## src/rtl/load_writeback_unit.sv

```systemverilog
// rtl/load_writeback_unit.sv - writeback stage: forwards ALU results, runs and extends memory loads.
// Optional feature macro: WB_MISALIGN_TRAP_EN (misaligned LH/LHU/LW raise load_fault instead of reading).
module load_writeback_unit #(
    parameter int unsigned TIMEOUT_CYCLES = 255
) (
    input  logic        clk,
    input  logic        rst,
    input  logic        in_valid,
    output logic        in_ready,
    input  logic        in_is_load,
    input  logic [2:0]  in_funct3,
    input  logic [4:0]  in_rd,
    input  logic        in_wb_en,
    input  logic [31:0] in_alu_result,
    output logic        mem_req,
    output logic [31:0] mem_addr,
    input  logic        mem_ack,
    input  logic [31:0] mem_rdata,
    output logic        reg_write_en,
    output logic [4:0]  rd,
    output logic [31:0] rd_value,
    output logic        load_fault
);

    typedef enum logic {
        ST_IDLE,
        ST_MEM_WAIT
    } state_t;

    localparam logic [31:0] LP_TIMEOUT = 32'(TIMEOUT_CYCLES);

    state_t      r_state;
    logic [31:0] r_cnt;
    logic [2:0]  r_funct3;
    logic [1:0]  r_off;
    logic [4:0]  r_rd;
    logic        r_wb_en;

    state_t      w_state_nxt;
    logic [31:0] w_cnt_nxt;
    logic        w_capture;
    logic        w_req_nxt;
    logic [31:0] w_addr_nxt;
    logic        w_we_nxt;
    logic [4:0]  w_rd_nxt;
    logic [31:0] w_val_nxt;
    logic        w_fault_nxt;
    logic        w_accept;
    logic        w_misalign;
    logic [7:0]  w_byte;
    logic [15:0] w_half;
    logic [31:0] w_load_val;

    assign in_ready = (r_state == ST_IDLE) && !rst;
    assign w_accept = in_valid && in_ready;

`ifdef WB_MISALIGN_TRAP_EN
    assign w_misalign = ((in_funct3[1:0] == 2'b01) && in_alu_result[0]) ||
                        ((in_funct3 == 3'b010) && (in_alu_result[1:0] != 2'b00));
`else
    assign w_misalign = 1'b0;
`endif

    // Lane select uses the captured address offset; undefined funct3 falls through to a full word.
    always_comb begin
        w_byte = mem_rdata[7:0];
        case (r_off)
            2'd1:    w_byte = mem_rdata[15:8];
            2'd2:    w_byte = mem_rdata[23:16];
            2'd3:    w_byte = mem_rdata[31:24];
            default: w_byte = mem_rdata[7:0];
        endcase
        w_half = r_off[1] ? mem_rdata[31:16] : mem_rdata[15:0];
        case (r_funct3)
            3'b000:  w_load_val = {{24{w_byte[7]}}, w_byte};
            3'b001:  w_load_val = {{16{w_half[15]}}, w_half};
            3'b100:  w_load_val = {24'd0, w_byte};
            3'b101:  w_load_val = {16'd0, w_half};
            default: w_load_val = mem_rdata;
        endcase
    end

    always_comb begin
        w_state_nxt = r_state;
        w_cnt_nxt   = r_cnt;
        w_capture   = 1'b0;
        w_req_nxt   = mem_req;
        w_addr_nxt  = mem_addr;
        w_we_nxt    = 1'b0;
        w_rd_nxt    = rd;
        w_val_nxt   = rd_value;
        w_fault_nxt = 1'b0;
        case (r_state)
            ST_IDLE: begin
                if (w_accept) begin
                    if (!in_is_load) begin
                        w_we_nxt = in_wb_en && (in_rd != 5'd0);
                        if (w_we_nxt) begin
                            w_rd_nxt  = in_rd;
                            w_val_nxt = in_alu_result;
                        end
                    end else if (w_misalign) begin
                        w_fault_nxt = 1'b1;
                    end else begin
                        w_capture   = 1'b1;
                        w_req_nxt   = 1'b1;
                        w_addr_nxt  = {in_alu_result[31:2], 2'b00};
                        w_cnt_nxt   = 32'd0;
                        w_state_nxt = ST_MEM_WAIT;
                    end
                end
            end
            ST_MEM_WAIT: begin
                // An ack in the limit cycle takes priority over the timeout.
                if (mem_ack) begin
                    w_req_nxt   = 1'b0;
                    w_state_nxt = ST_IDLE;
                    w_we_nxt    = r_wb_en && (r_rd != 5'd0);
                    if (w_we_nxt) begin
                        w_rd_nxt  = r_rd;
                        w_val_nxt = w_load_val;
                    end
                end else if ((LP_TIMEOUT != 32'd0) && ((r_cnt + 32'd1) == LP_TIMEOUT)) begin
                    w_req_nxt   = 1'b0;
                    w_fault_nxt = 1'b1;
                    w_cnt_nxt   = 32'd0;
                    w_state_nxt = ST_IDLE;
                end else begin
                    w_cnt_nxt = r_cnt + 32'd1;
                end
            end
            default: w_state_nxt = ST_IDLE;
        endcase
    end

    always_ff @(posedge clk) begin
        if (rst) begin
            r_state      <= ST_IDLE;
            r_cnt        <= 32'd0;
            r_funct3     <= 3'd0;
            r_off        <= 2'd0;
            r_rd         <= 5'd0;
            r_wb_en      <= 1'b0;
            mem_req      <= 1'b0;
            mem_addr     <= 32'd0;
            reg_write_en <= 1'b0;
            rd           <= 5'd0;
            rd_value     <= 32'd0;
            load_fault   <= 1'b0;
        end else begin
            r_state      <= w_state_nxt;
            r_cnt        <= w_cnt_nxt;
            mem_req      <= w_req_nxt;
            mem_addr     <= w_addr_nxt;
            reg_write_en <= w_we_nxt;
            rd           <= w_rd_nxt;
            rd_value     <= w_val_nxt;
            load_fault   <= w_fault_nxt;
            if (w_capture) begin
                r_funct3 <= in_funct3;
                r_off    <= in_alu_result[1:0];
                r_rd     <= in_rd;
                r_wb_en  <= in_wb_en;
            end
        end
    end

endmodule
```

## config.mk

```make
export PLATFORM = sky130hd
export DESIGN_NAME = load_writeback_unit
export DESIGN_NICKNAME = d
export VERILOG_FILES = /design/src/rtl/load_writeback_unit.sv
export SDC_FILE = /design/constraint.sdc
export NUM_CORES = 1
export LEC_CHECK = 0
export ABC_AREA = 1
export BUFFER_PORTS_ARGS = -buffer_cell sky130_fd_sc_hd__buf_2
export CAP_MARGIN = 20
export CORE_ASPECT_RATIO = 0.9
export CORE_UTILIZATION = 39
export CTS_BUF_LIST = sky130_fd_sc_hd__clkbuf_8 sky130_fd_sc_hd__clkbuf_16
export DETAILED_ROUTE_END_ITERATION = 7
export GPL_ROUTABILITY_DRIVEN = 0
export PLACE_DENSITY = 0.59
export SYNTH_ARGS = -nofsm -noshare
export SYNTH_HDL_FRONTEND = slang
export SYNTH_SLANG_ARGS = --single-unit
export TNS_END_PERCENT = 20
```

## constraint.sdc

```tcl
create_clock -name clk -period 4.31 [get_ports clk]
set_input_delay 0 -clock clk [delete_from_list [all_inputs] [get_ports clk]]
set_output_delay 0 -clock clk [all_outputs]
set_load 0.05 [all_outputs]
```

# --- After elaboration in Yosys (flattened, before gate mapping) ---
# Cells that the tools add are included.
classes:
  n_addsub: 1
  n_eq_ne: 15
  n_mux: 38
  n_bitwise: 1
  reduce_logical: 12
op_table:
  columns: ["operator", "count"]
  rows:
  - ["32-bit 2-to-1 mux", 9]
  - ["32-bit one-hot mux with 2 select lines", 2]
  - ["32-bit one-hot mux with 4 select lines", 1]
  - ["32-bit by 1-bit adder with 32-bit output, second input constant", 1]
  - ["32-bit by 8-bit equality test with 1-bit output, second input constant", 1]
  - ["5-bit 2-to-1 mux", 5]
  - ["8-bit one-hot mux with 3 select lines", 1]
  - ["16-bit 2-to-1 mux", 1]
  - ["1-bit 2-to-1 mux", 14]
  - ["2-bit inequality test, second input constant", 5]
  - ["5-bit one-hot mux with 2 select lines", 1]
  - ["5-bit nonzero test", 2]
  - ["3-bit AND reduction", 3]
  - ["1-bit one-hot mux with 2 select lines", 4]
  - ["3-bit equality test, second input constant", 2]
  - ["5-bit AND reduction", 1]
  - ["2-bit equality test, second input constant", 2]
  - ["1-bit logical AND", 4]
  - ["2-bit by 1-bit inequality test with 1-bit output, second input constant", 2]
  - ["3-bit by 1-bit equality test with 1-bit output, second input constant", 1]
  - ["3-bit zero test", 1]
  - ["3-bit by 2-bit inequality test with 1-bit output, second input constant", 1]
  - ["2-bit by 1-bit equality test with 1-bit output, second input constant", 1]
  - ["1-bit zero test", 1]
  - ["1-bit NOT", 1]
totals:
  reg_bits: 114
  in_bits: 78
  output_inout_bits: 73
  word_cells: 79

# --- Longest topological paths before layout ---
# Gate-level depths: netlist of the first run.
logic_depth:
  word_depth: 6
  ltp_mapped: 14
  depth_no_buf: 14

# --- Worst setup path after synthesis of the first run ---
# No wires, ideal clock.
synth_path:
  kind: "reg-to-reg"
  start: "reg r_state"
  end: "reg r_rd[2]"
  setup_ns: 0.116
  arrival_time_ns: 2.105
  slack_ns: 2.090
  stages_incl_launch_ff: 9
  period_less_slack_ns: 2.220
  path_cell_list: "dfxtp_1 nor2_1 nand2_1 nor2_1 inv_1 clkbuf_1 buf_2 nor2_1 nor2_1"
synth_via:
  elab_chain_len: 5
synth_lines:
  columns: ["element", "line", "text"]
  rows:
  - ["start, declared", "32", "state_t r_state;"]
  - ["start signal, assigned", "151", "r_state <= w_state_nxt;"]
  - ["1-bit NOT", null, null]
  - ["1-bit logical AND", "54", "assign in_ready = (r_state == ST_IDLE) && !rst;"]
  - ["via in_ready", "9", "output logic in_ready,"]
  - ["1-bit logical AND", "55", "assign w_accept = in_valid && in_ready;"]
  - ["1-bit 2-to-1 mux", "95", "if (w_accept) begin"]
  - ["1-bit 2-to-1 mux", "93", "case (r_state)"]
  - ["end signal, assigned", "162", "r_rd <= in_rd;"]
  - ["end, declared", "36", "logic [4:0] r_rd;"]
# The timed path passes the listed nets, and every way through them passes these cells.
# A chain may end at the register's enable or synchronous reset.

# --- Final worst setup path of the first run ---
layout_path:
  start: "reg r_off[1]"
  end: "reg rd_value[22]"
layout_via:
  elab_chain_len: 6
layout_lines:
  columns: ["element", "line", "text"]
  rows:
  - ["start, declared", "35", "logic [1:0] r_off;"]
  - ["start signal, assigned", "161", "r_off <= in_alu_result[1:0];"]
  - ["2-bit equality test or 2-bit by 1-bit equality test with 1-bit output (tied branches)", "67", "case (r_off)"]
  - ["8-bit one-hot mux with 3 select lines", "67", null]
  - ["32-bit one-hot mux with 4 select lines *", "74", "case (r_funct3)"]
  - ["32-bit 2-to-1 mux *", "119", "if (w_we_nxt) begin"]
  - ["32-bit 2-to-1 mux *", "115", "if (mem_ack) begin"]
  - ["32-bit one-hot mux with 2 select lines *", "93", null]
  - ["end signal, assigned", "157", "rd_value <= w_val_nxt;"]
  - ["end, declared", "21", "output logic [31:0] rd_value,"]
# Every way passes the cells marked *; elsewhere a longest branch is shown, timed or not. The select of a mux whose other input is x is not followed.

==> reports/results.txt, run 1 <==
clk slew on worst S/H paths: 60 ps
Unique masters post-synth: 34
sequential-to-total area share from yosys stat: 37.6%
CTS buffer count: 17
Max IR drop VDD: 0.259 mV
Fin Setup TNS: 0 ps
unrepaired setup endpoints after global routing: no
vias in the first global route: 6,239
Critical Path Sink Type: flip-flop
DR vias: 6,589
IO Port Bufs: 148
Final Max Slew Viols: 0
WHS: 23.2 ps
clock root cell: clkbuf_16
initial DRC count: 399
cells after synthesis: 940
relative slew slack: 37.1%
routed wire length: 19.1 mm
Startpoint Class: flip-flop
die height: 120 um
Critical Path Fanout Max: 24
vias per cell: 5.00
P_leak: 3.57 nW
Fin. Hold Viols: 0
die width: 133 um
Global Route Usage Sum: 24.6%
Final HPWL DP: 13.4 mm
ratio of cells with drive above 1 in the final layout: 19.4%
first-pass GRT wire length: 31.2 mm
largest net degree at the start of global routing: 80
DRC Markers: 0
Die Area: 0.0161 mm^2
Core Region: 0.0149 mm^2
Pwr per Cell Area: 359 mW/mm^2
status: finished, final reports clean
Final Skew: 10.7 ps
Max Cap Violations: 0
row count: 42
cell area after synthesis: 0.00606 mm^2
post-route minimum period: 2510 ps
Area growth syn-to-layout: 31.3%
Post-synth EDFFs: 0
Initial Util: 40.6%
DRT antenna net count: 0
Avg Cell Area, Syn: 6.45 um^2
# diodes: 0
Critical Path RT: 4600 ps
Ports: 151
DR pass1 iterations: 4
hold crit path type: input pin to flip-flop
ys flop type: dfxtp_1
FMAX: 398 MHz
asr flop ratio synth: 0%
Worst-Margin Slew: 942 ps
Final period util: 58.2%
post-CTS sizing: 0
Overflow after GRT: 0
CTS tree: yes
CTS sink cnt: 114
nets: 1,189
Synth Register Bits: 114
CP arrival: 2800 ps
Max clock buf depth: 2
later-pin clock latency in the skew report: 430 ps
H-tree Lvls: 4
yosys warns: 0
initial antenna violation count: 1
Avg WL per Cell: 14.5 um
final count of negative-setup-slack endpoints: 0
Setup CP Type: flip-flop to flip-flop
[cell type report]
cell class | count | area (um^2)
clock buffer | 18 | 439
clock inverter | 13 | 138
sequential | 114 | 2280
tap | 198 | 248
inverter | 60 | 225
multi-input combinational | 715 | 3360
fill | 1520 | 6960
timing repair buffer | 201 | 1270
[logic make-up after synthesis]
family / Yosys count / synth area share, %
compound gates: 245 / 21.6
flops: 114 / 37.6
other cells: 1 / 0.0618
buf+inv: 112 / 7.20
fa+ha+maj: 2 / 0.413
xor+xnor: 2 / 0.289
simple gates: 464 / 32.8
[routing by layer]
layer	part of all wire (%)	vias up	GRT usage (%)
li1	-	3442	-
met1	46	2929	29.8
met2	46	184	40.3
met3	6.6	34	8.01
met4	2.1	0	9.45
met5	0	-	0
[cells in the final DEF, fill, tap and decap left out, types with 5 or more instances in the layout]
cell           count
nand2_1          238
buf_2            148
nor2_1           141
o21ai_0          119
dfxtp_1          114
a21oi_1           95
inv_1             57
dlygate4sd3_1     43
nand3_1           36
clkbuf_16         17
nand3b_1          11
o2111ai_1          8
buf_4              8
nand2_2            7
a221oi_1           7
nor2_2             6
nor2_4             6
a31oi_1            6
nand4_1            5
nor3_1             5
[sequential cells by signal, indices dropped and copies added (netlist names), 2 cells and up]
register / count
rd: 5
r_cnt: 32
rd_value: 32
r_off: 2
mem_addr: 30
r_rd: 5
r_funct3: 3
[where the power goes]
group | total [mW] | internal [mW] | leakage, nW | switching [mW]
Combinational | 0.372 | 0.117 | 2.37 | 0.256
Sequential | 1.11 | 1.09 | 0.926 | 0.0206
Clock | 1.38 | 0.860 | 0.278 | 0.517
[through the flow]
stage	area (um^2)	total power, mW	setup WS, ps	utilization (%)	std cells
3_5_place_dp	6930	1.47	1820	46.5	1244
4_1_cts	7940	2.88	1830	53.2	1318
6_report	7960	2.86	1800	53.3	1319
2_1_floorplan	6070	1.36	2090	-	941
3_3_place_gp	6910	1.47	1830	46.3	1243
5_1_grt	7960	2.97	1570	53.3	1319
[synthesized netlist by cell type, types with 3 or more instances]
| library cell | number | area, um^2 |
|---|---|---|
| nand3_1 | 36 | 180 |
| o2111ai_1 | 8 | 70.1 |
| nor3_1 | 5 | 25.0 |
| nand2_1 | 239 | 897 |
| nor2_1 | 143 | 537 |
| buf_2 | 7 | 35.0 |
| clkbuf_1 | 43 | 161 |
| nor2_4 | 6 | 67.6 |
| dfxtp_1 | 114 | 2280 |
| nand4_1 | 5 | 31.3 |
| a221oi_1 | 7 | 61.3 |
| a21oi_1 | 95 | 475 |
| a31oi_1 | 6 | 37.5 |
| nor2_2 | 4 | 25.0 |
| o21ai_1 | 3 | 15.0 |
| nand2_4 | 4 | 45.0 |
| nand2_2 | 6 | 37.5 |
| inv_1 | 58 | 218 |
| nand3b_1 | 11 | 82.6 |
| o21ai_0 | 119 | 596 |
[worst max-delay path, stage by stage (launching register included)]
cell and delay, ps:
dfxtp_1 580, clkinv_1 340, nand2_1 160, nand3_1 80, o31ai_1 60, nor3_1 90
nand2_1 640, o2111ai_1 200, o21ai_0 130, a21oi_1 90
[path summary, 6_finish.rpt]
| path | startpoint | slack (ps) | end | cells past startpoint |
|---|---|---|---|---|
| hold / removal | mem_rdata[28] | 20 | rd_value[28] | 5 |
| setup / recovery | r_off[1] | 1800 | rd_value[22] | 9 |
| hold reg to reg | r_cnt[31] | 470 | r_cnt[31] | 2 |
| setup reg to reg | r_off[1] | 1800 | rd_value[22] | 9 |
[what timing repair did]
action | in CTS | in global routing
setup buffers | 0 | 0
hold buffers | 43 | 0
hold endpoints to repair | 78 | 0
No activity file was read; power rests on OpenSTA's default activity.
==> run 2, diff against run 1 <==
Clock period 4.31 ns to 2.39 ns, I/O delays scaled along.
==> run 2 against run 1 <==
Compared with the run above: critical path depth is 5 higher; clock skew is 1.9 ps lower; non-clock buffer count is 8 higher; final area is 1.4% higher; worst hold slack worse by 14 ps; setup slack worse by 1600 ps; global-route usage is 0.42 points higher; sequential cell count stayed put; sequential share of layout area is 0.39 points lower; combinational power is 84% higher; fmax is 15% higher; register-to-register slack worse by 1600 ps; critical endpoint is now r_state.
==> reports/results.txt, run 2 (synthesis results as in run 1) <==
status: finished, final reports clean (unchanged)
initial antenna violation count: 4 (was 1)
post-route cell area: 0.00807 mm^2 (was 0.00796 mm^2)
later-pin clock latency in the skew report: 420 ps (was 430 ps)
fin cells: 1,328 (was 1,319)
Top Registers: r_cnt: 32 flops, rd_value: 32 flops, mem_addr: 30 flops (unchanged)
Pwr per Cell Area: 661 mW/mm^2 (was 359 mW/mm^2)
CTS sink cnt: 114 (unchanged)
clk slew on worst S/H paths: 60 ps (about the same)
DRC Markers: 0 (unchanged)
Critical Path Fanout Max: 8 (was 24)
nets: 1,197 (was 1,189)
Final Skew: 8.84 ps (was 10.7 ps)
Final Max Slew Viols: 0 (unchanged)
P_leak: 3.63 nW (was 3.57 nW)
vias in the first global route: 6,294 (was 6,239)
final count of negative-setup-slack endpoints: 0 (unchanged)
Inst Count DP: 1,251 (was 1,244)
first-pass GRT wire length: 31.7 mm (was 31.2 mm)
Critical Path RT: 2680 ps (was 4600 ps)
hold crit path type: input pin to flip-flop (unchanged)
post-route minimum period: 2170 ps (was 2510 ps)
unrepaired setup endpoints after global routing: no (unchanged)
most frequent cells in the layout: 238 x nand2_1, 148 x buf_2, 140 x nor2_1 (was 238 x nand2_1, 148 x buf_2, 141 x nor2_1)
routed wire length: 19.4 mm (was 19.1 mm)
Fill cells: 1,487 (was 1,520)
Final HPWL DP: 13.5 mm (was 13.4 mm)
clock root cell: clkbuf_16 (unchanged)
H-tree Lvls: 4 (unchanged)
commonest non-fill, non-tap cell in the layout: nand2_1 (unchanged)
Placed Area: 0.00700 mm^2 (was 0.00693 mm^2)
FMAX: 460 MHz (was 398 MHz)
Ports: 151 (unchanged)
Critical Path Sink Type: flip-flop (unchanged)
total power: 5.34 mW (was 2.86 mW)
CP arrival: 2470 ps (was 2800 ps)
Core Region: 0.0149 mm^2 (unchanged)
Max Cap Violations: 0 (unchanged)
Max clock buf depth: 2 (unchanged)
Post CTS Setup Buffer Count: 0 (unchanged)
CTS tree: yes (unchanged)
row count: 42 (unchanged)
Avg WL per Cell: 14.6 um (was 14.5 um)
Final period util: 91.0% (was 58.2%)
IO Port Bufs: 148 (unchanged)
Setup CP Type: flip-flop to flip-flop (unchanged)
DR vias: 6,671 (was 6,589)
Global Route Usage Sum: 25.0% (was 24.6%)
Initial Util: 40.6% (unchanged)
DRT antenna net count: 0 (unchanged)
Overflow after GRT: 0 (unchanged)
CTS buffer count: 17 (unchanged)
ratio of cells with drive above 1 in the final layout: 20.1% (was 19.4%)
largest net degree at the start of global routing: 80 (unchanged)
die height: 120 um (unchanged)
vias per cell: 5.02 (was 5.00)
DR pass1 iterations: 5 (was 4)
relative slew slack: 55.5% (was 37.1%)
initial DRC count: 336 (was 399)
Worst-Margin Slew: 665 ps (was 942 ps)
Fin Setup TNS: 0 ps (unchanged)
Area growth syn-to-layout: 33.1% (was 31.3%)
die width: 133 um (unchanged)
Die Area: 0.0161 mm^2 (unchanged)
Startpoint Class: flip-flop (unchanged)
# diodes: 0 (unchanged)
Fin. Hold Viols: 0 (unchanged)
Max IR drop VDD: 0.471 mV (was 0.259 mV)
run 2: cell types whose count changed in the layout (fill, tap and decap cells not counted), moves of 2 or more:
cell / delta
buf_4: +6
inv_6: +3
clkinv_2: -2
dlygate4sd3_1: +2
run 2: cell type report:
| cell class | instances | area [um^2] | share of cell area [%] |
|---|---|---|---|
| well taps | 198 | 248 | 3.07 |
| inverters | 60 | 225 | 2.79 |
| clock buffers | 18 | 439 | 5.44 |
| clock inverters | 14 | 176 | 2.19 |
| repair buffers | 209 | 1340 | 16.6 |
| flip-flops and latches | 114 | 2280 | 28.3 |
| multi-input cells | 715 | 3360 | 41.7 |
run 2: timing repair:
action / CTS / global route
gates resized for setup: 0 / 2
hold endpoints to repair: 80 / 0
endpoints found under the setup margin: 0 / 9
hold buffers: 45 / 0
run 2: final timing paths:
check | startpoint | to | slack [ps] | depth (start not counted)
min | mem_rdata[2] | rd_value[2] | 10 | 5
max reg2reg | r_cnt[1] | r_state | 220 | 14
max | r_cnt[1] | r_state | 220 | 14
min reg2reg | r_rd[0] | r_rd[0] | 480 | 2
run 2: stage by stage:
stage                     utilization (%)  hold WS, ps  worst slack (ps)
after floorplan                         -          135               170
after global placement               46.9          239               223
after detailed placement             46.9          246               193
after CTS                            54.0        0.701               182
after global routing                 54.1         50.5              18.5
final                                54.1         9.52               215
run 2: per-layer routing:
| metal | track usage [%] | vias to the layer above | routed length (um) |
|---|---|---|---|
| li1 | - | 3449 | - |
| met3 | 8.30 | 23 | 1240 |
| met1 | 30.8 | 3036 | 8760 |
| met2 | 41.1 | 159 | 9070 |
| met5 | 0 | - | 27 |
| met4 | 7.67 | 4 | 328 |
run 2: worst max-delay path, cell delays in order, from the launching register on:
cell and delay [ps]:
dfxtp_1 410, ha_2 240, nand2_2 90, nor2_8 190, nand2_4 90, nor2_4 160
nand2_1 70, nand2_1 60, nand2_1 70, nor2_2 160, nand2_1 80, nor2_2 130
nand3_4 140, nand2_2 120, a21oi_2 50
run 2: report_power, final:
group / total, mW / switching (mW) / internal [mW]
clock: 2.66 / 0.979 / 1.68
sequential: 1.99 / 0.0313 / 1.96
combinational: 0.685 / 0.464 / 0.221
==> run 3, diff against run 2 <==
Settings changed: ABC_AREA 1 to not set, HOLD_SLACK_MARGIN set to 0.05, PLACE_DENSITY 0.59 to 0.58.
==> run 3 against run 2 <==
Compared with the run above: the flow now finishes with violations (setup timing); non-clock buffer count is 104 higher; cell count is 2.3% lower; fmax is 16% lower; routed wire length is 16% higher; clock skew is 0.59 ps lower; first-iteration DRC count is 50% higher; highest routed layer is now met4.
==> reports/results.txt, run 3 <==
ys flop type: dfxtp_1 (unchanged)
top-count cell post-synth: nand2_1 (unchanged)
Top Registers: r_cnt: 32 flops, rd_value: 32 flops, mem_addr: 30 flops (unchanged)
ratio of cells with drive above 1 in the final layout: 31.6% (was 20.1%)
relative slew slack: 29.9% (was 55.5%)
commonest non-fill, non-tap cell in the layout: nand2_1 (unchanged)
die height: 122 um (was 120 um)
P_leak: 3.72 nW (was 3.63 nW)
post-synthesis mux area share: 3.40% (was 0%)
clk slew on worst S/H paths: 60 ps (about the same)
synth cell count leaders: 159 x nand2_1, 114 x dfxtp_1, 107 x a21oi_1, 53 x clkbuf_1, 53 x nor2_1 (was 239 x nand2_1, 143 x nor2_1, 119 x o21ai_0, 114 x dfxtp_1, 95 x a21oi_1)
Synth Area in Simple Gates: 27.6% (was 32.8%)
Post-Synth Adder-Cell Area: 0.402% (was 0.413%)
met2 GRT Util: 40.2% (was 41.1%)
area leader, netlist: dfxtp_1 (unchanged)
Critical Path RT: 2740 ps (was 2680 ps)
routed wire length: 22.5 mm (was 19.4 mm)
CP arrival: 2940 ps (was 2470 ps)
DR vias: 7,091 (was 6,671)
CTS tree: yes (unchanged)
Worst-Margin Slew: 1050 ps (was 665 ps)
Max Cap Violations: 0 (unchanged)
switching pwr: 1.38 mW (was 1.47 mW)
Synth Register Bits: 114 (unchanged)
IO Port Bufs: 148 (unchanged)
hold crit path type: input pin to flip-flop (unchanged)
GR Layer Usage met3: 6.37% (was 8.30%)
initial antenna violation count: 0 (was 4)
# diodes: 0 (unchanged)
Die Area: 0.0165 mm^2 (was 0.0161 mm^2)
DRC Markers: 0 (unchanged)
Core Region: 0.0155 mm^2 (was 0.0149 mm^2)
FMAX: 385 MHz (was 460 MHz)
Critical Path Fanout Max: 6 (was 8)
Max clock buf depth: 2 (unchanged)
CTS buffer count: 17 (unchanged)
largest net degree at the start of global routing: 62 (was 80)
first-pass GRT wire length: 35.2 mm (was 31.7 mm)
Unique masters post-synth: 64 (was 34)
Ports: 151 (unchanged)
Startpoint Class: flip-flop (unchanged)
Final Skew: 8.25 ps (was 8.84 ps)
Overflow after GRT: 0 (unchanged)
fin worst setup slack: -205 ps (was 215 ps)
CP Launch Point: r_cnt[1] (unchanged)
internal power component: 3.89 mW (was 3.86 mW)
Top Usage Layer GRT: met2 (unchanged)
unrepaired setup endpoints after global routing: yes (was no)
asr flop ratio synth: 0% (unchanged)
Final Max Slew Viols: 0 (unchanged)
Sw Ratio: 26.2% (was 27.6%)
failing checks: setup timing
GRT met1 Usage: 39.6% (was 30.8%)
initial DRC count: 503 (was 336)
later-pin clock latency in the skew report: 420 ps (about the same)
row count: 43 (was 42)
yosys warns: 0 (unchanged)
synth top area cells: dfxtp_1 37%, nand2_1 9.6%, a21oi_1 8.6% (was dfxtp_1 38%, nand2_1 15%, o21ai_0 9.8%)
DRT antenna net count: 0 (unchanged)
Setup CP Type: flip-flop to flip-flop (unchanged)
Critical Path Sink Type: flip-flop (unchanged)
Gate power share: 13.0% (was 12.8%)
clock root cell: clkbuf_16 (unchanged)
Post-synth EDFFs: 0 (unchanged)
Compound-Gate Fraction of Synth Area: 24.2% (was 21.6%)
final count of negative-setup-slack endpoints: 11 (was 0)
Final HPWL DP: 15.5 mm (was 13.5 mm)
xor and xnor area share after synthesis: 1.97% (was 0.289%)
post-route cell area: 0.00912 mm^2 (was 0.00807 mm^2)
die width: 135 um (was 133 um)
vias in the first global route: 6,598 (was 6,294)
status: finished with violations (was finished, final reports clean)
vias per cell: 5.47 (was 5.02)
cell area after synthesis: 0.00622 mm^2 (was 0.00606 mm^2)
largest family of logic cells by synthesized area: simple AND/OR/NAND/NOR gates (unchanged)
nets: 1,164 (was 1,197)
sequential share of power: 37.5% (was 37.4%)
DR pass1 iterations: 5 (unchanged)
post-route minimum period: 2590 ps (was 2170 ps)
H-tree Lvls: 4 (unchanged)
Avg Cell Area, Syn: 7.58 um^2 (was 6.45 um^2)
hold wc startpoint: mem_rdata[20] (was mem_rdata[2])
Final period util: 109% (was 91.0%)
Initial Util: 40.1% (was 40.6%)
Fin. Hold Viols: 0 (unchanged)
origin of the critical flop-to-flop path: r_cnt[1] (unchanged)
clock power share: 49.5% (was 49.8%)
Yosys top cell area share: 36.7% (was 37.6%)
cells after synthesis: 821 (was 940)
Pwr per Cell Area: 578 mW/mm^2 (was 661 mW/mm^2)
Area growth syn-to-layout: 46.6% (was 33.1%)
Max IR drop VDD: 0.525 mV (was 0.471 mV)
sequential-to-total area share from yosys stat: 36.7% (was 37.6%)
CTS sink cnt: 114 (unchanged)
Placed Area: 0.00787 mm^2 (was 0.00700 mm^2)
Avg WL per Cell: 17.4 um (was 14.6 um)
Global Route Usage Sum: 27.6% (was 25.0%)
most frequent cells in the layout: 159 x nand2_1, 147 x buf_2, 116 x buf_4 (was 238 x nand2_1, 148 x buf_2, 140 x nor2_1)
total power: 5.27 mW (was 5.34 mW)
==> run 3: worst paths after layout <==
check / to / slack [ps] / cells past startpoint
max: load_fault / -200 / 8
min: rd_value[20] / 60 / 4
max reg2reg: load_fault / -200 / 8
min reg2reg: rd_value[29] / 450 / 2
==> run 3: what timing repair did <==
action	in CTS	in global routing
endpoints found under the setup margin	11	12
gates resized for setup	19	11
pin swaps	7	4
setup buffers	3	2
hold buffers	48	0
hold endpoints to repair	79	0
==> run 3: per-layer routing <==
layer,up-vias,share of wire [%]
li1,3495,-
met1,3298,48
met2,260,43
met3,38,6.6
met4,0,2.1
met5,-,0
==> run 3: kinds of logic (layout without fill, tap and decap cells) <==
family / count (synthesis) / in the layout
AOI/OAI and AO/OA: 238 / 238
buffers and inverters: 88 / 361
muxes: 21 / 21
and+or+nand+nor: 343 / 343
adders and majority gates: 2 / 2
other: 1 / 2
xor gates and xnor gates: 14 / 14
DFF: 114 / 114
==> run 3: final cells by class <==
| class | count | area (um^2) |
|---|---|---|
| multi-input cells | 620 | 3770 |
| inverters | 18 | 67.6 |
| flip-flops and latches | 114 | 2310 |
| fillers | 1462 | 6380 |
| clock inverters | 10 | 135 |
| clock buffers | 20 | 467 |
| repair buffers | 313 | 2120 |
| well taps | 202 | 253 |
==> run 3: power groups by stage <==
stage | logic [mW] | clock network, mW | registers (mW)
2_1_floorplan | 0.241 | 0 | 2.17
3_5_place_dp | 0.616 | 0 | 2.02
3_3_place_gp | 0.614 | 0 | 2.02
6_report | 0.686 | 2.61 | 1.98
5_1_grt | 0.736 | 2.72 | 1.98
4_1_cts | 0.679 | 2.63 | 1.98
==> run 3: critical path: stages (launching register included) <==
cell,delay (ps)
dfxtp_4,380
ha_4,170
nand3_4,100
or3_4,400
or3_4,350
a21bo_1,190
or4_1,410
or4_4,430
nor3_2,100
==> run 3: through the flow <==
| step | setup slack (ps) | hold WS, ps | cells | TNS [ps] | util [%] |
|---|---|---|---|---|---|
| global route | -305 | 83.4 | 1297 | -2740 | 58.8 |
| floorplan | -204 | 100 | 822 | -398 | - |
| CTS | -188 | 51.9 | 1295 | -983 | 58.4 |
| detailed placement | -376 | 262 | 1214 | -3340 | 50.8 |
| global placement | -356 | 245 | 1214 | -3120 | 50.8 |
| finish | -205 | 62.9 | 1297 | -1350 | 58.8 |
